### config.mk
export PLATFORM = sky130hd
export DESIGN_NAME = rns2bin_crt_seq
export DESIGN_NICKNAME = d
export VERILOG_FILES = /design/src/rtl/rns_pkg.sv /design/src/rtl/crt_term_unit.sv /design/src/rtl/rns2bin_crt_seq.sv
export SDC_FILE = /design/constraint.sdc
export NUM_CORES = 1
export LEC_CHECK = 0
export ABC_AREA = 1
export CAP_MARGIN = 15
export CORE_MARGIN = 3
export CORE_UTILIZATION = 51
export DETAILED_ROUTE_END_ITERATION = 10
export PLACE_DENSITY_LB_ADDON = 0.08
export RECOVER_POWER = 50
export SLEW_MARGIN = 20
export SYNTH_ARGS = -nofsm -noshare
export SYNTH_HDL_FRONTEND = slang
export SYNTH_HIERARCHICAL = 1
export SYNTH_SLANG_ARGS = --single-unit
### constraint.sdc
create_clock -name clk -period 63.7 [get_ports clk]
set_clock_uncertainty 0.15 [all_clocks]
set_input_delay 15.925 -clock clk [delete_from_list [all_inputs] [get_ports clk]]
set_output_delay 15.925 -clock clk [all_outputs]
set_load 0.005 [all_outputs]
### src/rtl/rns_pkg.sv
// rns_pkg: shared state encoding and channel helpers
// for the sequential CRT converter.
package rns_pkg;

   typedef enum logic [2:0] {
      IDLE,
      MPROD,
      QPROD,
      ACC,
      FIN,
      OUT
   } state_t;

   // Accept edge to out_valid, counting the accept edge itself.
   function automatic int crt_latency(input int n);
      return n + n * (n + 1) + 2;
   endfunction

   function automatic int ch_lo(input int i, input int w);
      return i * w;
   endfunction

   function automatic int ch_hi(input int i, input int w);
      return ch_lo(i, w) + w - 1;
   endfunction

endpackage

### src/rtl/crt_term_unit.sv
// crt_term_unit: combinational CRT term x = (c*A) mod m,
// shared by all channels of the converter.
module crt_term_unit #(
   parameter int MOD_SIZE = 5
) (
   input  logic [MOD_SIZE-1:0] i_c,
   input  logic [MOD_SIZE-1:0] i_a,
   input  logic [MOD_SIZE-1:0] i_m,
   output logic [MOD_SIZE-1:0] o_x
);

   localparam int PW = 2 * MOD_SIZE;

   logic [PW-1:0] w_p;
   logic [PW-1:0] w_r;

   assign w_p = PW'(i_c) * PW'(i_a);

   // Zero modulus only appears on rejected bundles.
   assign w_r = (i_m == '0) ? '0 : (w_p % PW'(i_m));

   assign o_x = MOD_SIZE'(w_r);

endmodule

### src/rtl/rns2bin_crt_seq.sv
// rns2bin_crt_seq: sequential CRT RNS-to-binary converter,
// one shared multiply per cycle, valid/ready on both sides.
module rns2bin_crt_seq
   import rns_pkg::*;
#(
   parameter int MOD_NUM  = 4,
   parameter int MOD_SIZE = 5,
   parameter int RANGE    = MOD_NUM * MOD_SIZE,
   parameter bit SIGNED   = 1'b1
) (
   input  logic                        clk,
   input  logic                        reset,
   input  logic                        in_valid,
   output logic                        in_ready,
   input  logic [MOD_NUM*MOD_SIZE-1:0] mods,
   input  logic [MOD_NUM*MOD_SIZE-1:0] invs,
   input  logic [MOD_NUM*MOD_SIZE-1:0] res,
   output logic                        out_valid,
   input  logic                        out_ready,
   output logic [RANGE:0]              n_out,
   output logic                        err
);

   localparam int CW = (MOD_NUM > 1) ? $clog2(MOD_NUM) : 1;

   state_t r_state;
   state_t w_next;

   logic [MOD_SIZE-1:0] w_mod [MOD_NUM];
   logic [MOD_SIZE-1:0] w_inv [MOD_NUM];
   logic [MOD_SIZE-1:0] w_res [MOD_NUM];

   logic [MOD_SIZE-1:0] r_mod [MOD_NUM];
   logic [MOD_SIZE-1:0] r_inv [MOD_NUM];
   logic [MOD_SIZE-1:0] r_res [MOD_NUM];

   logic [RANGE-1:0]    r_m;
   logic [RANGE-1:0]    r_q;
   logic [RANGE:0]      r_s;
   logic [RANGE:0]      r_n;
   logic [CW-1:0]       r_k;
   logic [CW-1:0]       r_i;
   logic                r_err;

   logic                w_accept;
   logic                w_bad;
   logic                w_last_k;
   logic                w_last_i;
   logic [MOD_SIZE-1:0] w_x;
   logic [RANGE-1:0]    w_mul_a;
   logic [MOD_SIZE-1:0] w_mul_b;
   logic [RANGE-1:0]    w_term;
   logic [RANGE:0]      w_sum;
   logic [RANGE:0]      w_acc;
   logic [RANGE-1:0]    w_half;
   logic [RANGE:0]      w_fin;

   always_comb begin
      w_bad = 1'b0;
      for (int j = 0; j < MOD_NUM; j++) begin
         w_mod[j] = mods[ch_lo(j, MOD_SIZE) +: MOD_SIZE];
         w_inv[j] = invs[ch_lo(j, MOD_SIZE) +: MOD_SIZE];
         w_res[j] = res[ch_lo(j, MOD_SIZE) +: MOD_SIZE];
         if (w_mod[j] < MOD_SIZE'(2) || w_res[j] >= w_mod[j])
            w_bad = 1'b1;
      end
   end

   assign in_ready  = (r_state == IDLE);
   assign out_valid = (r_state == OUT);
   assign n_out     = r_n;
   assign err       = r_err;

   assign w_accept = in_valid & in_ready;
   assign w_last_k = (r_k == CW'(MOD_NUM - 1));
   assign w_last_i = (r_i == CW'(MOD_NUM - 1));

   crt_term_unit #(
      .MOD_SIZE (MOD_SIZE)
   ) u_term (
      .i_c (r_res[r_i]),
      .i_a (r_inv[r_i]),
      .i_m (r_mod[r_i]),
      .o_x (w_x)
   );

   // Single multiplier: M product, Q product, or x_i*Q.
   always_comb begin
      w_mul_a = r_q;
      w_mul_b = (r_k == r_i) ? MOD_SIZE'(1) : r_mod[r_k];
      unique case (r_state)
         MPROD: begin
            w_mul_a = r_m;
            w_mul_b = r_mod[r_k];
         end
         ACC: begin
            w_mul_a = r_q;
            w_mul_b = w_x;
         end
         default: ;
      endcase
   end

   assign w_term = w_mul_a * RANGE'(w_mul_b);
   assign w_sum  = r_s + {1'b0, w_term};
   assign w_acc  = (w_sum >= {1'b0, r_m}) ?
                   (w_sum - {1'b0, r_m}) : w_sum;
   assign w_half = (r_m - RANGE'(1)) >> 1;

   always_comb begin
      w_fin = r_s;
      if (r_err)
         w_fin = '0;
      else if (SIGNED && (r_s > {1'b0, w_half}))
         w_fin = r_s - {1'b0, r_m};
   end

   always_ff @(posedge clk) begin
      if (reset)
         r_state <= IDLE;
      else
         r_state <= w_next;
   end

   always_comb begin
      w_next = r_state;
      unique case (r_state)
         IDLE:
            if (w_accept)
               w_next = w_bad ? FIN : MPROD;
         MPROD:
            if (w_last_k)
               w_next = QPROD;
         QPROD:
            if (w_last_k)
               w_next = ACC;
         ACC:
            w_next = w_last_i ? FIN : QPROD;
         FIN:
            w_next = OUT;
         OUT:
            if (out_ready)
               w_next = IDLE;
         default:
            w_next = IDLE;
      endcase
   end

   always_ff @(posedge clk) begin
      if (reset) begin
         for (int j = 0; j < MOD_NUM; j++) begin
            r_mod[j] <= '0;
            r_inv[j] <= '0;
            r_res[j] <= '0;
         end
         r_m   <= '0;
         r_q   <= '0;
         r_s   <= '0;
         r_n   <= '0;
         r_k   <= '0;
         r_i   <= '0;
         r_err <= 1'b0;
      end else begin
         unique case (r_state)
            IDLE:
               if (w_accept) begin
                  for (int j = 0; j < MOD_NUM; j++) begin
                     r_mod[j] <= w_mod[j];
                     r_inv[j] <= w_inv[j];
                     r_res[j] <= w_res[j];
                  end
                  r_m   <= RANGE'(1);
                  r_q   <= RANGE'(1);
                  r_s   <= '0;
                  r_k   <= '0;
                  r_i   <= '0;
                  r_err <= w_bad;
               end
            MPROD: begin
               r_m <= w_term;
               r_k <= w_last_k ? '0 : r_k + 1'b1;
               if (w_last_k)
                  r_q <= RANGE'(1);
            end
            QPROD: begin
               r_q <= w_term;
               r_k <= w_last_k ? '0 : r_k + 1'b1;
            end
            ACC: begin
               r_s <= w_acc;
               r_q <= RANGE'(1);
               if (!w_last_i)
                  r_i <= r_i + 1'b1;
            end
            FIN:
               r_n <= w_fin;
            default: ;
         endcase
      end
   end

endmodule

==> impl_summary.txt, run 1 <==
----------------------------------------------------
[Place]
  Buffers added on ports ... 87
  Setup slack at placement ... 38.85 ns
  Final weighted congestion of routability-driven global placement ... 0.936
  Cell count after placement ... 2,973
  HPWL reported at the end of detailed placement ... 38.2 mm

[STA]
  Final Max Slew Viols ... 214
  Final Worst Setup Slack ... 38.47 ns
  Slew at the pin closest to its max-slew limit ... 3.25 ns
  Final total negative setup slack ... 0 ns
  Setup repair after global routing missed its margin ... false
  Number of setup violations in the final report ... 0
  Count of final hold-check violations ... 0
  Minimum period implied by the final worst setup slack ... 25.23 ns
  Rel. slew slack ... -1.17
  Peak Freq ... 39.6 MHz
  Final period util ... 0.396

[Worst setup path]
  Crit path kind ... flip-flop to flip-flop
  Max stage delay cell, worst path ... dfxtp_1
  Required time of the critical path ... 63.77 ns
  Worst setup EP type ... flip-flop
  Setup slack of the worst register-to-register path ... 38.47 ns
  Arr. time, crit path ... 25.29 ns
  Cell seen most often among critical-path stages ... nand2_1
  Maximum fanout encountered on the critical timing path ... 31
  Critical Path Source Type ... flip-flop
  Register-to-Register Path Depth ... 145
  Worst flop-to-flop path endpoint ... r_s[2]$_SDFFE_PP0P_
  Critical path's largest stage delay ... 0.91 ns

[Die]
  Row Count ... 66
  Die Width ... 190 um
  Count of boundary I/O pins ... 88
  Total Die Area ... 0.0359 sq mm
  Initial core utilization ... 0.523
  Total core area ... 0.0329 sq mm
  Die Span Y ... 190 um

[Drt]
  Wire length reported by the detailed router ... 46.9 mm
  Residual DRC count ... 0
  Number of iterations in the first detailed-routing pass ... 5
  Number of vias after detailed routing ... 16,200
  Via-per-instance ratio ... 5.39
  Post-DR wirelength/cell ... 15.6 um
  Count of antenna-violating nets left after detailed routing ... 0
  DRT iter0 DRCs ... 1,257

[CTS]
  Sinks on Clock Net ... 154
  Count of instances resized after the clock tree is built ... 0
  Clock-pin slew of the registers on the worst-case setup and hold paths ... 0.06 ns
  Num CTS Buffers ... 17
  Hold-fix buffers, CTS ... 0
  Clock H-tree levels ... 4
  CTS tree ... yes
  Root Driver ... clkbuf_16
  Post-CTS setup-driven buffer insertion count ... 0
  Buffer depth of the longest clock path ... 2
  Clock Latency Late Sink ... 0.44 ns

[GRT]
  GR Overflow Total ... 0
  Number of antenna violations at the first check in global routing ... 0
  Via count of the first global-routing pass ... 15,400
  Pin count of the biggest net entering global routing ... 61
  Wire length of the first global-routing pass ... 76.7 mm
  GR Util All Layers ... 0.260

[Yosys]
  Total nets after synthesis ... 2,807
  Number of enable flip-flop cells after synthesis ... 60
  Number of flip-flops and latches in the synthesized netlist ... 154
  Most used standard cells in the synthesized netlist ... nand2_1 (536), inv_1 (405), nor2_1 (277)
  Summed instance area of the synthesized netlist ... 0.0172 sq mm
  Commonest register cell after synthesis ... dfxtp_1
  Library cell with the largest summed area after synthesis ... ha_1
  Count of different cell masters after synthesis ... 60
  Post-synthesis sequential area ratio ... 0.214
  Gate count of the mapped netlist ... 2,496
  Avg Cell Area, Syn ... 6.89 sq um
  Top-area cell type share of the netlist area ... 0.136
  Most instantiated library cell after synthesis ... nand2_1
  Share of flip-flops with an asynchronous set or reset after synthesis ... 0
  Warnings, synthesis ... 6
  Largest cells by area after synthesis ... ha_1 (14%), nand2_1 (12%), dfxtp_1 (11%), edfxtp_1 (10%), inv_1 (8.8%)

[Run]
  Max-cap viol count ... 4

[Cells and area]
  Share of layout cells above drive strength 1 ... 0.0499
  Number of diodes ... 0
  Post-layout instance count excluding filler cells ... 3,005
  Area Growth Syn to Fin ... 10.2%
  # fillers ... 3,248
  Layout Nets ... 2,861

[Min path]
  Hold_sp ... n_out[12]$_SDFFE_PP0P_
  Worst min-delay path endpoint ... n_out[12]$_SDFFE_PP0P_
  Worst Hold Depth ... 2
  Worst hold path class ... flip-flop to flip-flop

[Outcome]
  Violations in the final reports ... max-capacitance violations, max-slew violations
  Status ... complete, but fails checks

----------------------------------------------------
==> cells by family after synthesis <==
kind of cell / count (synthesis) / synth area share
and+or+nand+nor: 1066 / 0.272
buffers and inverters: 479 / 0.110
AOI/OAI and AO/OA: 448 / 0.146
adders and majority gates: 247 / 0.206
DFF: 154 / 0.214
xor gates and xnor gates: 102 / 0.0520
==> final cells by class <==
| type | instances | area (sq um) | share of cell area |
|---|---|---|---|
| clock inverter | 13 | 154 | 0.00813 |
| timing repair buffer | 95 | 913 | 0.0482 |
| tap | 442 | 553 | 0.0292 |
| sequential | 154 | 3680 | 0.195 |
| multi-input combinational | 1863 | 11600 | 0.614 |
| clock buffer | 19 | 433 | 0.0229 |
| inverter | 419 | 1570 | 0.0831 |
==> layout by cell type (no fill, tap or decap), drive strengths merged, types with 64 or more instances in the layout <==
cell           count
nand2            562
inv              417
nor2             285
a21oi            213
ha               187
o21ai            146
nand3            126
dfxtp             94
xor2              69
clkdlybuf4s50     64
==> critical path: cells and delay by family (launching register included) <==
| family | cells | cell delay [ns] |
|---|---|---|
| AOI/OAI and AO/OA | 36 | 5.91 |
| adders and majority gates | 20 | 7.43 |
| xor gates and xnor gates | 1 | 0.27 |
| DFF | 1 | 0.91 |
| and+or+nand+nor | 61 | 7.45 |
| buffers and inverters | 27 | 2.87 |
==> per-stage QoR <==
stage	hold slack, ns	area, sq um	util
6_report	0.313	18900	0.576
5_1_grt	0.332	18900	0.576
4_1_cts	0.314	18900	0.576
3_5_place_dp	0.304	18400	0.559
3_3_place_gp	0.299	18400	0.559
2_1_floorplan	0.291	17200	-
==> sequential cells by signal (all words and copies together), names as in the netlist, named ones only <==
| register | cells |
|---|---|
| err | 1 |
| n_out | 21 |
| r_i | 2 |
| r_inv | 20 |
| r_k | 2 |
| r_m | 20 |
| r_mod | 20 |
| r_q | 20 |
| r_res | 20 |
| r_s | 21 |
| r_state | 3 |
==> worst max path at each step <==
stage          startpoint                    to  slack (ns)  cells after the start
2_1_floorplan   flip-flop  r_s[14]$_SDFFE_PP0P_       42.22                    146
3_3_place_gp    flip-flop   r_s[2]$_SDFFE_PP0P_       39.54                    147
3_5_place_dp    flip-flop   r_s[2]$_SDFFE_PP0P_       38.85                    145
4_1_cts         flip-flop   r_s[2]$_SDFFE_PP0P_       38.64                    145
5_1_grt         flip-flop   r_s[2]$_SDFFE_PP0P_       36.08                    147
6_report        flip-flop   r_s[2]$_SDFFE_PP0P_       38.47                    145
==> routing by layer <==
metal | global-route usage | part of all wire | vias to the layer above
met2 | 0.408 | 0.43 | 445
met4 | 0.0617 | 0.018 | 0
met5 | 0 | 0 | -
met3 | 0.0352 | 0.055 | 57
met1 | 0.381 | 0.49 | 7506
li1 | - | - | 8190
Power of run 1 is left out: the tool's default activity adds up to more than one toggle a clock period on the data nets, which glitch-free logic cannot reach.
==> run 2: changes to the inputs <==
- clock period: 63.7 -> 26 ns (I/O delays scaled with it)
==> run 2 against run 1 <==
  * The flow still finishes with violations (max-capacitance violations, max-slew violations)
  * Count of clock-buffer cells in the layout down 1
  * Sequential cell count unchanged
  * Critical path depth unchanged
  * Highest routed layer unchanged
  * Global-route usage up 0.081 points
  * Critical endpoint is now r_s[8]$_SDFFE_PP0P_
  * Register-to-register slack worse by 36 ns
  * Fmax up 5.6%
  * Die area unchanged
  * Wire length up 0.32%
==> impl_summary.txt, run 2 (synthesis gave the netlist of run 1 again) <==
----------------------------------------------------
[Outcome]
  Status ... complete, but fails checks
  Violations in the final reports ... max-capacitance violations, max-slew violations

[Drt]
  Number of iterations in the first detailed-routing pass ... 5
  Wire length reported by the detailed router ... 47.1 mm
  DRT iter0 DRCs ... 1,303
  Number of vias after detailed routing ... 16,200
  Residual DRC count ... 0
  Count of antenna-violating nets left after detailed routing ... 0
  Post-DR wirelength/cell ... 15.6 um
  Via-per-instance ratio ... 5.39

[STA]
  Count of final hold-check violations ... 0
  Number of setup violations in the final report ... 0
  Peak Freq ... 41.8 MHz
  Minimum period implied by the final worst setup slack ... 23.90 ns
  Final total negative setup slack ... 0 ns
  WHS ... 0.313 ns
  Setup repair after global routing missed its margin ... false
  Final Max Slew Viols ... 164
  Slew at the pin closest to its max-slew limit ... 3.23 ns
  Rel. slew slack ... -1.15
  Final period util ... 0.919

[Cells and area]
  Share of layout cells above drive strength 1 ... 0.0569
  Number of diodes ... 0
  Most used cells in the layout excluding fill and tap cells ... nand2_1 (533), inv_1 (403), nor2_1 (277), a21oi_1 (212), ha_1 (187)
  Commonest non-fill, non-tap cell in the layout ... nand2_1
  Layout Nets ... 2,867
  Area Growth Syn to Fin ... 10.8%

[Worst setup path]
  Register-to-Register Path Depth ... 145
  Worst setup EP type ... flip-flop
  Critical Path Source Type ... flip-flop
  Max stage delay cell, worst path ... fa_1
  Cell seen most often among critical-path stages ... nand2_1
  Crit path kind ... flip-flop to flip-flop
  Maximum fanout encountered on the critical timing path ... 23
  Required time of the critical path ... 26.07 ns
  Critical path's largest stage delay ... 0.56 ns
  Arr. time, crit path ... 23.96 ns

[Die]
  Row Count ... 66
  Initial core utilization ... 0.523
  Total core area ... 0.0329 sq mm
  Die Width ... 190 um
  Die Span Y ... 190 um
  Total Die Area ... 0.0359 sq mm
  Count of boundary I/O pins ... 88

[GRT]
  Global Route met3 Usage ... 0.0319
  Wire length of the first global-routing pass ... 77.0 mm
  GR Util All Layers ... 0.261
  GR met1 Demand/Resource ... 0.384
  Pin count of the biggest net entering global routing ... 61
  Via count of the first global-routing pass ... 15,600
  Global-route track usage on met2 ... 0.411
  Number of antenna violations at the first check in global routing ... 0
  Top Usage Layer GRT ... met2
  GR Overflow Total ... 0

[CTS]
  Root Driver ... clkbuf_16
  Clock Latency Late Sink ... 0.43 ns
  Buffer depth of the longest clock path ... 2
  Clock H-tree levels ... 4
  Hold-fix buffers, CTS ... 0
  Clock-pin slew of the registers on the worst-case setup and hold paths ... 0.06 ns
  CTS tree ... yes
  Sinks on Clock Net ... 154
  Num CTS Buffers ... 17

[Min path]
  Worst Hold Depth ... 2
  Worst hold path class ... flip-flop to flip-flop

[Place]
  Buffers added on ports ... 87
  HPWL reported at the end of detailed placement ... 38.1 mm
  Final weighted congestion of routability-driven global placement ... 0.936

[Run]
  Max-cap viol count ... 3

----------------------------------------------------
[run 2: what timing repair did]
action | CTS | global route
setup buffers | 0 | 4
gates resized for setup | 0 | 13
setup endpoints to repair | 0 | 21
[run 2: critical path: cells and delay by family, from the launching register on]
family / cells / cell delay, ns
buffers and inverters: 25 / 2.29
adder cells (fa/ha/maj): 20 / 7.43
AND/OR/NAND/NOR: 59 / 6.62
XOR/XNOR: 1 / 0.27
AO/OA/AOI/OAI: 40 / 6.40
flip-flops: 1 / 0.51
[run 2: routing by layer]
layer  vias to the layer above  share of wire
li1                       8197              -
met1                      7541           0.50
met2                       429           0.43
met3                        54          0.049
met4                         0          0.017
met5                         -              0
[run 2: layout make-up]
type / instances / area [sq um]
Inverter: 419 / 1580
Sequential cell: 154 / 3690
Multi-Input combinational cell: 1863 / 11700
Tap cell: 442 / 553
Clock buffer: 18 / 429
Clock inverter: 13 / 178
Timing Repair inverter: 2 / 12.5
Timing Repair Buffer: 99 / 951
Fill cell: 3243 / 13800
[run 2: path summary, 6_finish.rpt]
| kind | from | end | slack (ns) |
|---|---|---|---|
| min | n_out[14]$_SDFFE_PP0P_ | n_out[14]$_SDFFE_PP0P_ | 0.31 |
| max | flip-flop | r_s[8]$_SDFFE_PP0P_ | 2.10 |
| max reg2reg | flip-flop | r_s[8]$_SDFFE_PP0P_ | 2.10 |
| min reg2reg | n_out[14]$_SDFFE_PP0P_ | n_out[14]$_SDFFE_PP0P_ | 0.31 |
[run 2: stage by stage]
| stage | instances | setup WS, ns | util | instance area [sq um] |
|---|---|---|---|---|
| 5_1_grt | 3010 | 0.00799 | 0.580 | 19000 |
| 2_1_floorplan | 2496 | 4.52 | - | 17200 |
| 4_1_cts | 3004 | 0.975 | 0.577 | 19000 |
| 3_5_place_dp | 2973 | 1.09 | 0.559 | 18400 |
| 6_report | 3010 | 2.10 | 0.580 | 19000 |
| 3_3_place_gp | 2973 | 1.85 | 0.559 | 18400 |
Power of run 2 is left out for the same reason.
==> run 3: changes to the inputs <==
- GPL_ROUTABILITY_DRIVEN: default -> 0
==> run 3 against run 2 <==
  * The flow still finishes with violations (max-capacitance violations, max-slew violations)
  * Worst hold slack got worse by 0.0014 ns
  * Via count increased by 0.81%
  * Global-route usage shrank 0.055 points
  * Count of clock-buffer cells in the layout increased by 1
  * Sequential cell count unchanged
  * Die area unchanged
  * Register-to-register slack improved by 0.04 ns
  * Sequential share of layout area hardly changed
  * Critical path depth rose by 1
  * First-iteration DRC count increased by 2.0%
  * Utilization shrank 0.091 points
==> impl_summary.txt, run 3 (synthesis gave the netlist of run 1 again) <==
----------------------------------------------------
[Drt]
  Count of antenna-violating nets left after detailed routing ... 0
  DRT iter0 DRCs ... 1,329
  Post-DR wirelength/cell ... 15.6 um
  Residual DRC count ... 0
  Number of vias after detailed routing ... 16,400
  Number of iterations in the first detailed-routing pass ... 6
  Wire length reported by the detailed router ... 46.9 mm
  Via-per-instance ratio ... 5.43

[CTS]
  Num CTS Buffers ... 17
  Buffer depth of the longest clock path ... 2
  CTS tree ... yes
  Root Driver ... clkbuf_16
  Clock-pin slew of the registers on the worst-case setup and hold paths ... 0.07 ns
  Sinks on Clock Net ... 154
  Hold-fix buffers, CTS ... 0
  Clock Latency Late Sink ... 0.44 ns
  Clock H-tree levels ... 4

[Cells and area]
  Number of diodes ... 0
  Multi-input gate area ... 0.0116 sq mm
  Layout Nets ... 2,868
  # fillers ... 3,233
  Share of layout cells above drive strength 1 ... 0.0576
  Most used cells in the layout excluding fill and tap cells ... nand2_1 (533), inv_1 (403), nor2_1 (276), a21oi_1 (212), ha_1 (187)
  Area Growth Syn to Fin ... 10.7%
  Commonest non-fill, non-tap cell in the layout ... nand2_1
  Sequential cell area in the final layout ... 0.00369 sq mm

[Place]
  HPWL reported at the end of detailed placement ... 37.4 mm
  Buffers added on ports ... 87

[Min path]
  Hold_sp ... n_out[19]$_SDFFE_PP0P_
  Worst hold path class ... flip-flop to flip-flop
  Worst Hold Depth ... 2
  Worst min-delay path endpoint ... n_out[19]$_SDFFE_PP0P_

[Die]
  Count of boundary I/O pins ... 88
  Die Width ... 190 um
  Die Span Y ... 190 um
  Total core area ... 0.0329 sq mm
  Initial core utilization ... 0.523
  Row Count ... 66
  Total Die Area ... 0.0359 sq mm

[Worst setup path]
  Maximum fanout encountered on the critical timing path ... 23
  Register-to-Register Path Depth ... 146
  Crit path kind ... flip-flop to flip-flop
  Worst flop-to-flop path endpoint ... r_s[2]$_SDFFE_PP0P_
  Worst setup EP type ... flip-flop
  Required time of the critical path ... 26.14 ns
  Max stage delay cell, worst path ... fa_1
  Critical path's largest stage delay ... 0.56 ns
  Critical Path Source Type ... flip-flop
  Arr. time, crit path ... 23.99 ns
  Setup slack of the worst register-to-register path ... 2.15 ns
  Cell seen most often among critical-path stages ... nand2_1

[GRT]
  GR Util All Layers ... 0.260
  Via count of the first global-routing pass ... 15,700
  Pin count of the biggest net entering global routing ... 85
  Wire length of the first global-routing pass ... 77.4 mm
  GR Overflow Total ... 0
  Number of antenna violations at the first check in global routing ... 0

[Outcome]
  Status ... complete, but fails checks
  Violations in the final reports ... max-capacitance violations, max-slew violations

[STA]
  Peak Freq ... 41.9 MHz
  WHS ... 0.312 ns
  Final Max Slew Viols ... 122
  Final period util ... 0.917
  Count of final hold-check violations ... 0
  Final total negative setup slack ... 0 ns
  Minimum period implied by the final worst setup slack ... 23.85 ns
  Rel. slew slack ... -1.12
  Number of setup violations in the final report ... 0
  Slew at the pin closest to its max-slew limit ... 3.19 ns

[Run]
  Max-cap viol count ... 2

----------------------------------------------------
[run 3: how the worst max path moves through the flow]
stage / start / to / slack, ns / cells after the start
3_5_place_dp: flip-flop / r_s[2]$_SDFFE_PP0P_ / 1.10 / 145
4_1_cts: flip-flop / r_s[2]$_SDFFE_PP0P_ / 1.05 / 145
6_report: flip-flop / r_s[2]$_SDFFE_PP0P_ / 2.15 / 146
2_1_floorplan: flip-flop / r_s[14]$_SDFFE_PP0P_ / 4.52 / 146
3_3_place_gp: flip-flop / r_s[2]$_SDFFE_PP0P_ / 1.93 / 147
5_1_grt: flip-flop / r_s[18]$_SDFFE_PP0P_ / -0.02 / 149
[run 3: area by class of cell]
type	count	share of cell area
repair buffers	100	0.0504
repair inverters	2	0.000658
multi-input cells	1863	0.612
flip-flops and latches	154	0.194
inverters	419	0.0831
clock buffers	19	0.0238
clock inverters	13	0.00691
well taps	442	0.0291
[run 3: what timing repair did]
item / 4_1_cts / 5_1_grt
resized for setup: 0 / 12
buffers inserted: 0 / 5
setup endpoints to repair: 0 / 21
[run 3: per-layer routing]
| layer | share of wire | up-vias | global-route usage |
|---|---|---|---|
| met2 | 0.44 | 458 | 0.412 |
| met1 | 0.49 | 7640 | 0.383 |
| li1 | - | 8192 | - |
| met5 | 0 | - | 0 |
| met4 | 0.018 | 0 | 0.0611 |
| met3 | 0.054 | 62 | 0.0284 |
[run 3: worst max-delay path, delay by kind of cell, from the launching register on]
| kind | cells | cell delay [ns] |
|---|---|---|
| simple gates | 61 | 7.20 |
| compound gates | 36 | 5.68 |
| buf+inv | 28 | 2.44 |
| xor+xnor | 1 | 0.24 |
| fa+ha+maj | 20 | 7.55 |
| flops | 1 | 0.41 |
[run 3: metrics by stage]
stage	instances	setup slack, ns	util	cell area [sq um]
after global routing	3012	-0.0155	0.579	19000
after CTS	3005	1.05	0.576	18900
after global placement	2973	1.93	0.559	18400
after detailed placement	2973	1.10	0.559	18400
after floorplan	2496	4.52	-	17200
final	3012	2.15	0.579	19000
Power of run 3 is left out for the same reason.
